## config.mk

```make
export PLATFORM = sky130hd
export DESIGN_NAME = dft_sequencer
export DESIGN_NICKNAME = d
export VERILOG_FILES = /design/src/rtl/dft_pkg.sv /design/src/rtl/dft_valid_pipe.sv /design/src/rtl/dft_sequencer.sv
export SDC_FILE = /design/constraint.sdc
export NUM_CORES = 1
export LEC_CHECK = 0
export BUFFER_PORTS_ARGS = -buffer_cell sky130_fd_sc_hd__buf_4
export CAP_MARGIN = 20
export CELL_PAD_IN_SITES_DETAIL_PLACEMENT = 0
export CELL_PAD_IN_SITES_GLOBAL_PLACEMENT = 2
export CORE_MARGIN = 1
export CORE_UTILIZATION = 32
export DETAILED_ROUTE_END_ITERATION = 7
export MAX_ROUTING_LAYER = met4
export PLACE_DENSITY_LB_ADDON = 0.1
export SETUP_SLACK_MARGIN = 0.1
export SYNTH_ARGS = -nofsm -noshare
export SYNTH_HDL_FRONTEND = slang
export SYNTH_SLANG_ARGS = --single-unit
```

## constraint.sdc

```tcl
create_clock -name clk -period 3.45 [get_ports clk]
set_clock_uncertainty 0.15 [all_clocks]
set_input_delay 1.035 -clock clk [delete_from_list [all_inputs] [get_ports clk]]
set_output_delay 1.035 -clock clk [all_outputs]
set_load 0.01 [all_outputs]
```

## src/rtl/dft_pkg.sv

```systemverilog
// Shared types for the direct-DFT sequencer: state encoding and default index width.
package dft_pkg;

    localparam int DFT_IDX_W = 12;

    typedef enum logic [2:0] {
        S_IDLE  = 3'd0,
        S_FILL  = 3'd1,
        S_MAC   = 3'd2,
        S_DRAIN = 3'd3,
        S_WRITE = 3'd4,
        S_DONE  = 3'd5
    } dft_state_t;

endpackage

```

## src/rtl/dft_valid_pipe.sv

```systemverilog
// DEPTH-stage valid delay line with synchronous flush; DEPTH=0 passes din straight through.
module dft_valid_pipe #(
    parameter int DEPTH = 1
) (
    input  logic clk,
    input  logic rst_n,
    input  logic flush,
    input  logic din,
    output logic dout
);

    generate
        if (DEPTH > 0) begin : g_pipe
            logic [DEPTH:1] vld_pipe;

            always_ff @(posedge clk or negedge rst_n) begin
                if (!rst_n) begin
                    vld_pipe <= '0;
                end else if (flush) begin
                    vld_pipe <= '0;
                end else begin
                    vld_pipe[1] <= din;
                    for (int i = 2; i <= DEPTH; i++) vld_pipe[i] <= vld_pipe[i-1];
                end
            end

            assign dout = vld_pipe[DEPTH];
        end else begin : g_wire
            logic unused_pipe;
            assign unused_pipe = clk ^ rst_n ^ flush;
            assign dout        = din;
        end
    endgenerate

endmodule

```

## src/rtl/dft_sequencer.sv

```systemverilog
// Direct-DFT controller: cache fill, n/k MAC stepping with latency-compensated
// accumulator enable, per-bin result write and host handshake.
module dft_sequencer
    import dft_pkg::*;
#(
    parameter int IDX_W    = DFT_IDX_W,
    parameter int PIPE_LAT = 1
) (
    input  logic             clk,
    input  logic             n_Reset,
    input  logic             i_enable,
    input  logic             i_start,
    input  logic             i_ack,
    input  logic [IDX_W-1:0] i_samp_number,
    output logic             o_mode,
    output logic             o_cache_we,
    output logic [IDX_W-1:0] o_n_index,
    output logic [IDX_W-1:0] o_k_index,
    output logic             o_acc_ce,
    output logic             o_acc_clr,
    output logic             o_res_we,
    output logic             o_busy,
    output logic             o_calc_end,
    output logic [2:0]       o_state
);

    localparam logic [IDX_W-1:0] ONE = IDX_W'(1);

    dft_state_t       state, state_d;
    logic [IDX_W-1:0] n_q, n_d, k_q, k_d, n_r, n_r_d;
    logic [1:0]       drain_q, drain_d;
    logic             start_ok, abort, n_last, k_last, drain_last;
    logic             mode_d, cache_we_d, mac_vld_d, acc_clr_d, res_we_d, busy_d, calc_end_d;
    logic             mac_vld;

    assign start_ok   = i_start & i_enable & (i_samp_number != '0);
    assign abort      = ~i_enable & (state != S_IDLE);
    assign n_last     = (n_q == n_r - ONE);
    assign k_last     = (k_q == n_r - ONE);
    assign drain_last = (drain_q == 2'(PIPE_LAT - 1));

    // State, counters and latched N
    always_ff @(posedge clk or negedge n_Reset) begin
        if (!n_Reset) begin
            state   <= S_IDLE;
            n_q     <= '0;
            k_q     <= '0;
            n_r     <= '0;
            drain_q <= '0;
        end else begin
            state   <= state_d;
            n_q     <= n_d;
            k_q     <= k_d;
            n_r     <= n_r_d;
            drain_q <= drain_d;
        end
    end

    always_comb begin
        state_d = state;
        n_d     = n_q;
        k_d     = k_q;
        n_r_d   = n_r;
        drain_d = '0;
        case (state)
            S_IDLE: begin
                if (start_ok) begin
                    state_d = S_FILL;
                    n_r_d   = i_samp_number;
                end
            end
            S_FILL: begin
                if (n_last) begin
                    state_d = S_MAC;
                    n_d     = '0;
                    k_d     = '0;
                end else begin
                    n_d = n_q + ONE;
                end
            end
            S_MAC: begin
                // n parks on N-1 while the tail drains
                if (n_last) state_d = (PIPE_LAT > 0) ? S_DRAIN : S_WRITE;
                else        n_d     = n_q + ONE;
            end
            S_DRAIN: begin
                if (drain_last) state_d = S_WRITE;
                else            drain_d = drain_q + 2'd1;
            end
            S_WRITE: begin
                if (k_last) begin
                    state_d = S_DONE;
                end else begin
                    state_d = S_MAC;
                    k_d     = k_q + ONE;
                    n_d     = '0;
                end
            end
            S_DONE: begin
                if (i_ack) state_d = S_IDLE;
            end
            default: state_d = S_IDLE;
        endcase
        if (abort) state_d = S_IDLE;
        if (state_d == S_IDLE) begin
            n_d     = '0;
            k_d     = '0;
            drain_d = '0;
        end
    end

    // Strobes are decoded from the next state so every output comes from a flop
    always_comb begin
        mode_d     = state_d inside {S_IDLE, S_FILL, S_DONE};
        cache_we_d = (state_d == S_FILL);
        mac_vld_d  = (state_d == S_MAC);
        res_we_d   = (state_d == S_WRITE);
        busy_d     = state_d inside {S_FILL, S_MAC, S_DRAIN, S_WRITE};
        calc_end_d = (state_d == S_DONE);
        acc_clr_d  = res_we_d | abort | (cache_we_d & (n_d == n_r_d - ONE));
    end

    always_ff @(posedge clk or negedge n_Reset) begin
        if (!n_Reset) begin
            o_mode     <= 1'b1;
            o_cache_we <= 1'b0;
            mac_vld    <= 1'b0;
            o_acc_clr  <= 1'b0;
            o_res_we   <= 1'b0;
            o_busy     <= 1'b0;
            o_calc_end <= 1'b0;
        end else begin
            o_mode     <= mode_d;
            o_cache_we <= cache_we_d;
            mac_vld    <= mac_vld_d;
            o_acc_clr  <= acc_clr_d;
            o_res_we   <= res_we_d;
            o_busy     <= busy_d;
            o_calc_end <= calc_end_d;
        end
    end

    dft_valid_pipe #(
        .DEPTH(PIPE_LAT)
    ) u_vld_pipe (
        .clk  (clk),
        .rst_n(n_Reset),
        .flush(abort),
        .din  (mac_vld),
        .dout (o_acc_ce)
    );

    assign o_n_index = n_q;
    assign o_k_index = k_q;
    assign o_state   = state;

endmodule
```

* Word-level counts from Yosys, hierarchy flattened
Index checks and enable logic that the tools add are counted.
** Storage, ports and cells
- Flip-flop bits (word level) :: 49
- Output and inout port bits :: 34
- Word-level logic and storage cells :: 72
** Operators by class
- Muxes and demuxes :: 23
- Reduce and logical (&&, ||, !) cells :: 9
- Bitwise gates (word level) :: 7
- Eq/ne operators :: 15
- Add/subtract/negate cells :: 5
** Operators with widths (count)
- 12-bit 2-to-1 mux :: 9
- 12-bit equality test :: 3
- 12-bit case mux with 3 select lines :: 1
- 12-bit by 1-bit adder with 12-bit output (second input constant) :: 2
- 12-bit case mux with 2 select lines :: 1
- 12-bit by 1-bit subtractor with 12-bit output (second input constant) :: 2
- 3-bit 2-to-1 mux :: 7
- 3-bit case mux with 6 select lines :: 1
- 3-bit by 2-bit equality test with 1-bit output (second input constant) :: 4
- 3-bit equality test (second input constant) :: 4
- 12-bit nonzero test :: 1
- 3-bit nonzero test :: 3
- 3-bit by 1-bit equality test with 1-bit output (second input constant) :: 2
- 3-bit logical NOT :: 2
- 2-bit 2-to-1 mux :: 3
- 3-bit != test (second input constant) :: 2
- 1-bit bitwise AND :: 4
- 4-bit nonzero test :: 1
- 3-bit AND reduction :: 1
- 2-bit by 1-bit adder with 2-bit output (second input constant) :: 1
- 2-bit logical NOT :: 1
- 1-bit bitwise OR :: 2
- 1-bit 2-to-1 mux :: 1
- 1-bit inverter :: 1

* Longest topological paths before layout
- Depth in word-level cells :: 10
- Mapped depth :: 21
- Gate-level depth less buffers :: 18

* By module
From an unflattened synthesis, not the netlist that was laid out.
** Second synthesis, totals
- Cells, all modules :: 502
- Area, all modules :: 4191.5 um^2
** Modules (own cells, without submodules)
- dft_sequencer :: instances 1, cells an instance 500, sequential area each 1202.4 um^2, area an instance 4152.7 um^2
- dft_valid_pipe :: instances 1, cells an instance 2, sequential area each 25.0 um^2, area an instance 38.8 um^2

* Least setup slack after synthesis
OpenSTA, ideal clock, no wires.
- Kind :: input to register
- Start :: input i_samp_number[5]
- End :: register o_acc_clr
- Library setup time :: 0.092 ns
- Stages :: 14
- Arrival time :: 3.891 ns
- Path slack :: -0.683 ns
- Required time :: 3.208 ns
- Path buffers :: 0
- Cell sequence :: nor4_1 and3_1 a21oi_2 mux2i_1 ha_1 inv_1 nor3_1 xor2_1 o31ai_1 o211ai_1 o2111ai_1 nor4_1 nand4_1 o31ai_2
** On the way
- Longest elaborated chain between the ends :: 10
- Elaborated cells between the ends (all ways) :: 16
** RTL lines
- start, declared :: RTL line dft_sequencer.sv:14 : input logic [IDX_W-1:0] i_samp_number,
- branches (longest 9 deep; another with 12-bit by 1-bit subtractor with 12-bit output)
- 1-bit bitwise OR * :: RTL line dft_sequencer.sv:120 : acc_clr_d = res_we_d | abort | (cache_we_d & (n_d == n_r_d - ONE));
- net acc_clr_d :: RTL line dft_sequencer.sv:33 : logic mode_d, cache_we_d, mac_vld_d, acc_clr_d, res_we_d, busy_d, calc_end_d;
- end signal, assigned :: RTL line dft_sequencer.sv:136 : o_acc_clr <= acc_clr_d;
- end, declared :: RTL line dft_sequencer.sv:20 : output logic o_acc_clr,
Mark *: on every way through the listed nets, which the timed path passes.
A chain may end at the register's enable or synchronous reset.

* Final worst setup path
- Start :: register n_r[0]
- End :: register o_acc_clr
** On the way
- Longest elaborated chain between the ends :: 10
- Elaborated cells between the ends (all ways) :: 23
** RTL lines
- start, declared :: RTL line dft_sequencer.sv:30 : logic [IDX_W-1:0] n_q, n_d, k_q, k_d, n_r, n_r_d;
- start signal, assigned :: RTL line dft_sequencer.sv:54 : n_r <= n_r_d;
- 12-bit by 1-bit subtractor with 12-bit output :: RTL line dft_sequencer.sv:38, dft_sequencer.sv:39
- 12-bit equality test, on equally long branches :: RTL line dft_sequencer.sv:39, dft_sequencer.sv:38
- 3-bit 2-to-1 mux, on equally long branches :: RTL line dft_sequencer.sv:91, dft_sequencer.sv:73, dft_sequencer.sv:83
- 3-bit case mux with 6 select lines :: RTL line dft_sequencer.sv:65 : case (state)
- 3-bit 2-to-1 mux :: RTL line dft_sequencer.sv:104 : if (abort) state_d = S_IDLE;
- 3-bit logical NOT :: RTL line dft_sequencer.sv:105 : if (state_d == S_IDLE) begin
- 12-bit 2-to-1 mux :: RTL line dft_sequencer.sv:105
- 12-bit equality test :: RTL line dft_sequencer.sv:120
- 1-bit bitwise AND :: RTL line dft_sequencer.sv:120
- 1-bit bitwise OR * :: RTL line dft_sequencer.sv:120
- net acc_clr_d :: RTL line dft_sequencer.sv:33
Mark *: on every way through the listed nets, which the timed path passes. The rest lies on a longest branch.

==> flow_metrics.env <==
export IMPL_status="finished with violations"
export IMPL_violations="setup timing"
export IMPL_fin_cells=934
export IMPL_synth_top_family_by_area="simple AND/OR/NAND/NOR gates"
export IMPL_maxSlewHeadroom_pct=54.1
export IMPL_clkPwrFrac_pct=10.7
export IMPL_yosys_area_share_simple_pct=31.6
export IMPL_final_cell_mix="buf_4 (208), nor2_1 (54), dfrtp_1 (48)"
export IMPL_intPower_uw=2800
export IMPL_hp_start="mac_vld"
export IMPL_grt_pass1_wl_mm=27.1
export IMPL_required_ns=3.48
export IMPL_route_detailed_drc=0
export IMPL_synthFlopType="dfrtp_1"
export IMPL_arrival_ns=3.85
export IMPL_min_period_over_period_pct=111
export IMPL_antenna_found_initial=0
export IMPL_min_to="u_vld_pipe.dout"
export IMPL_regToRegSetupSlack_ns=-0.37
export IMPL_fp_coreArea_um2=13300
export IMPL_fmax_mhz=262
export IMPL_cts_tree="done"
export IMPL_drt_wl_total_mm=17.4
export IMPL_synth_edf_count=0
export IMPL_crit_top_cell="buf_6"
export IMPL_clk_latency_ns=0.31
export IMPL_combPwrFrac_pct=74.2
export IMPL_start_kind="register"
export IMPL_grt_overflow=0
export IMPL_max_stage_delay_ns=0.54
export IMPL_worst_hold_slack_ns=0.363
export IMPL_grt_pass1_vias=5002
export IMPL_async_flop_share_pct=100
export IMPL_end_kind="register"
export IMPL_power_density_nw_per_um2=738
export IMPL_synthAdderAreaFrac_pct=2.21
export IMPL_hold_class="register to register"
export IMPL_clk_pin_slew_worst_paths_ns=0.08
export IMPL_gp_congestion=0.864
export IMPL_synth_xor_area_share_pct=7.84
export IMPL_reg2reg_from="n_r[0]"
export IMPL_switching_share_pct=45.3
export IMPL_grt_usage_pct=25.5
export IMPL_avgSynthCellArea_um2=8.06
export IMPL_p_seq_share_pct=15.1
export IMPL_antenna_left=0
export IMPL_dr_first_iter_drc_count=346
export IMPL_cp_max_fo=5
export IMPL_drive_gt1_share_pct=43.4
export IMPL_syn2layout_area_growth_pct=56.5
export IMPL_cp_num_buf_inv=5
export IMPL_hpwl_mm=13.6
export IMPL_leakagePower_uw=0.00314
export IMPL_netlist_instances=549
export IMPL_synth_compound_area_share_pct=22.9
export IMPL_io_pins=51
export IMPL_fp_dieH_um=120
export IMPL_maxCapViolCount=0
export IMPL_numPortBuffers=50
export IMPL_rsz0062_at_grt="yes"
export IMPL_fin_crit_ns=3.82
export IMPL_syn_num_nets=573
export IMPL_rows=42
export IMPL_drtPass1Iterations=5
export IMPL_crit_chain="inv_1 > ha_2 > or4b_4 > buf_6 > buf_6 > a21o_1 > a21oi_1 > a2111oi_4 > nand4_1 > buf_6 > and2_4 > buf_4 > a211oi_1 > a2111o_1 > mux2i_1 > a22oi_1 > o31ai_2"
export IMPL_ir_drop_mv=0.333
export IMPL_dieArea_um2=14300
export IMPL_start_util_pct=33.1
export IMPL_hold_viol=0
export IMPL_synth_mux_area_share_pct=2.07
export IMPL_root_buffer="clkbuf_16"
export IMPL_grt_start_max_net_pins=50
export IMPL_ys_types=89
export IMPL_switchingPower_uw=2320
export IMPL_final_common_cell="buf_4"
export IMPL_holdPathStages=1
export IMPL_htree_levels=2
export IMPL_worstReg2RegEnd="o_acc_clr"
export IMPL_clockBufferDepth=2
export IMPL_setup_ws_ns=-0.367
export IMPL_drv_slew=0
export IMPL_place_inst=895
export IMPL_viasPerCell=5.43
export IMPL_worstMarginPinSlew_ns=0.688
export IMPL_fin_area_um2=6920
export IMPL_layout_nets=781
export IMPL_rr_worst_depth=17
export IMPL_setup_viol=3
export IMPL_diodes=0
export IMPL_wl_per_cell_um=18.6
export IMPL_cts_buffers=5
export IMPL_dpl_worst_slack_ns=-0.735
export IMPL_path_class="register to register"
export IMPL_ys_warnings_count=0
export IMPL_syn_area_um2=4420
export IMPL_synth_seq_cells=49
export IMPL_num_vias=5076
export IMPL_cp_top_family="compound AO/OA/AOI/OAI gates"
export IMPL_die_width_um=120
export IMPL_slowest_stage="or4b_4"
export IMPL_cts_sinks=49
export IMPL_placed_cell_area_um2=6070
export IMPL_ys_seq_area_share_pct=27.8
export IMPL_design_power_total_uw=5110
sequential cells by signal (all words and copies together) (netlist names):
| signal | count |
|---|---|
| o_calc_end | 1 |
| o_state | 3 |
| o_mode | 1 |
| n_r | 12 |
| o_res_we | 1 |
| drain_q | 2 |
| mac_vld | 1 |
| o_cache_we | 1 |
| u_vld_pipe.dout | 1 |
| o_acc_clr | 1 |
| o_busy | 1 |
| o_k_index | 12 |
| o_n_index | 12 |
worst reg2reg max path: stages, from the launching register on:
cell and delay, ns:
dfrtp_1 0.40, inv_1 0.07, ha_2 0.19, or4b_4 0.54
buf_6 0.16, buf_6 0.12, a21o_1 0.15, a21oi_1 0.23
a2111oi_4 0.07, nand4_1 0.11, buf_6 0.15, and2_4 0.18
buf_4 0.11, a211oi_1 0.06, a2111o_1 0.51, mux2i_1 0.15
a22oi_1 0.25, o31ai_2 0.10
power groups by stage:
stage / clock network (uW) / registers [uW] / logic [uW]
floorplan: 0 / 800 / 1690
global placement: 0 / 774 / 3160
detailed placement: 0 / 777 / 3150
CTS: 569 / 768 / 3470
global route: 586 / 782 / 4070
finish: 547 / 771 / 3790
Yosys cell counts, types with 5 or more instances:
master,n,area [um2]
mux2i_1,8,80.1
nor3_1,20,100
nor2b_1,7,43.8
inv_1,25,93.8
nand2_1,37,139
nand2b_1,7,43.8
and3_1,22,138
xnor2_1,22,193
a22oi_1,5,37.5
or3_1,6,37.5
buf_2,11,55.1
dfrtp_1,48,1200
o22ai_1,6,37.5
nor4_1,8,50.1
a211oi_1,10,75.1
nand3_1,17,85.1
and2_1,8,50.1
clkbuf_1,15,56.3
o21ai_1,6,30.0
nor2_1,60,225
a31oi_1,8,50.1
and4_1,5,43.8
a21oi_1,27,135
o21ai_0,27,135
ha_1,7,87.6
nand4_1,7,43.8
nor3b_1,7,52.6
xor2_1,15,131
logic make-up after synthesis:
family / Yosys count
flops: 49
compound gates: 144
mux: 9
buf+inv: 58
fa+ha+maj: 8
simple gates: 243
xor+xnor: 38
area by class of cell:
cell class / instances / area [um2]
Clock buffer: 5 / 125
Tap cell: 176 / 220
Clock inverter: 3 / 28.8
Fill cell: 1336 / 6420
Multi-Input combinational cell: 442 / 3350
Timing Repair Buffer: 234 / 1880
Inverter: 25 / 93.8
Sequential cell: 49 / 1230
layer usage:
layer | GRT usage (%) | routed length (um) | vias up
met5 | - | 0 | -
met4 | 7.42 | 348 | 0
met3 | 4.42 | 935 | 26
met2 | 40.3 | 8110 | 128
met1 | 33.4 | 8000 | 2464
li1 | - | - | 2458
what timing repair did:
item	CTS	global route
hold buffers	0	0
buffers inserted	17	16
pin swaps	35	38
resized for setup	45	62
endpoints found under the setup margin	27	22
per-stage QoR:
step	util [%]	TNS, ns
finish	51.9	-0.563
global route	51.9	-2.38
CTS	49.1	-0.301
detailed placement	45.5	-1.26
global placement	45.5	-1.08
floorplan	-	-0.333
how the worst max path moves through the flow:
stage               startpoint        end  slack, ns  cells past startpoint
global placement      i_enable  o_acc_clr      -0.71                     14
finish                  n_r[0]  o_acc_clr      -0.37                     17
detailed placement    i_enable  o_acc_clr      -0.74                     14
global route            n_r[0]  o_acc_clr      -0.64                     18
floorplan             i_enable  o_acc_clr      -0.33                     14
CTS                     n_r[1]  o_acc_clr      -0.30                     18
No activity file was read; power rests on OpenSTA's default activity.
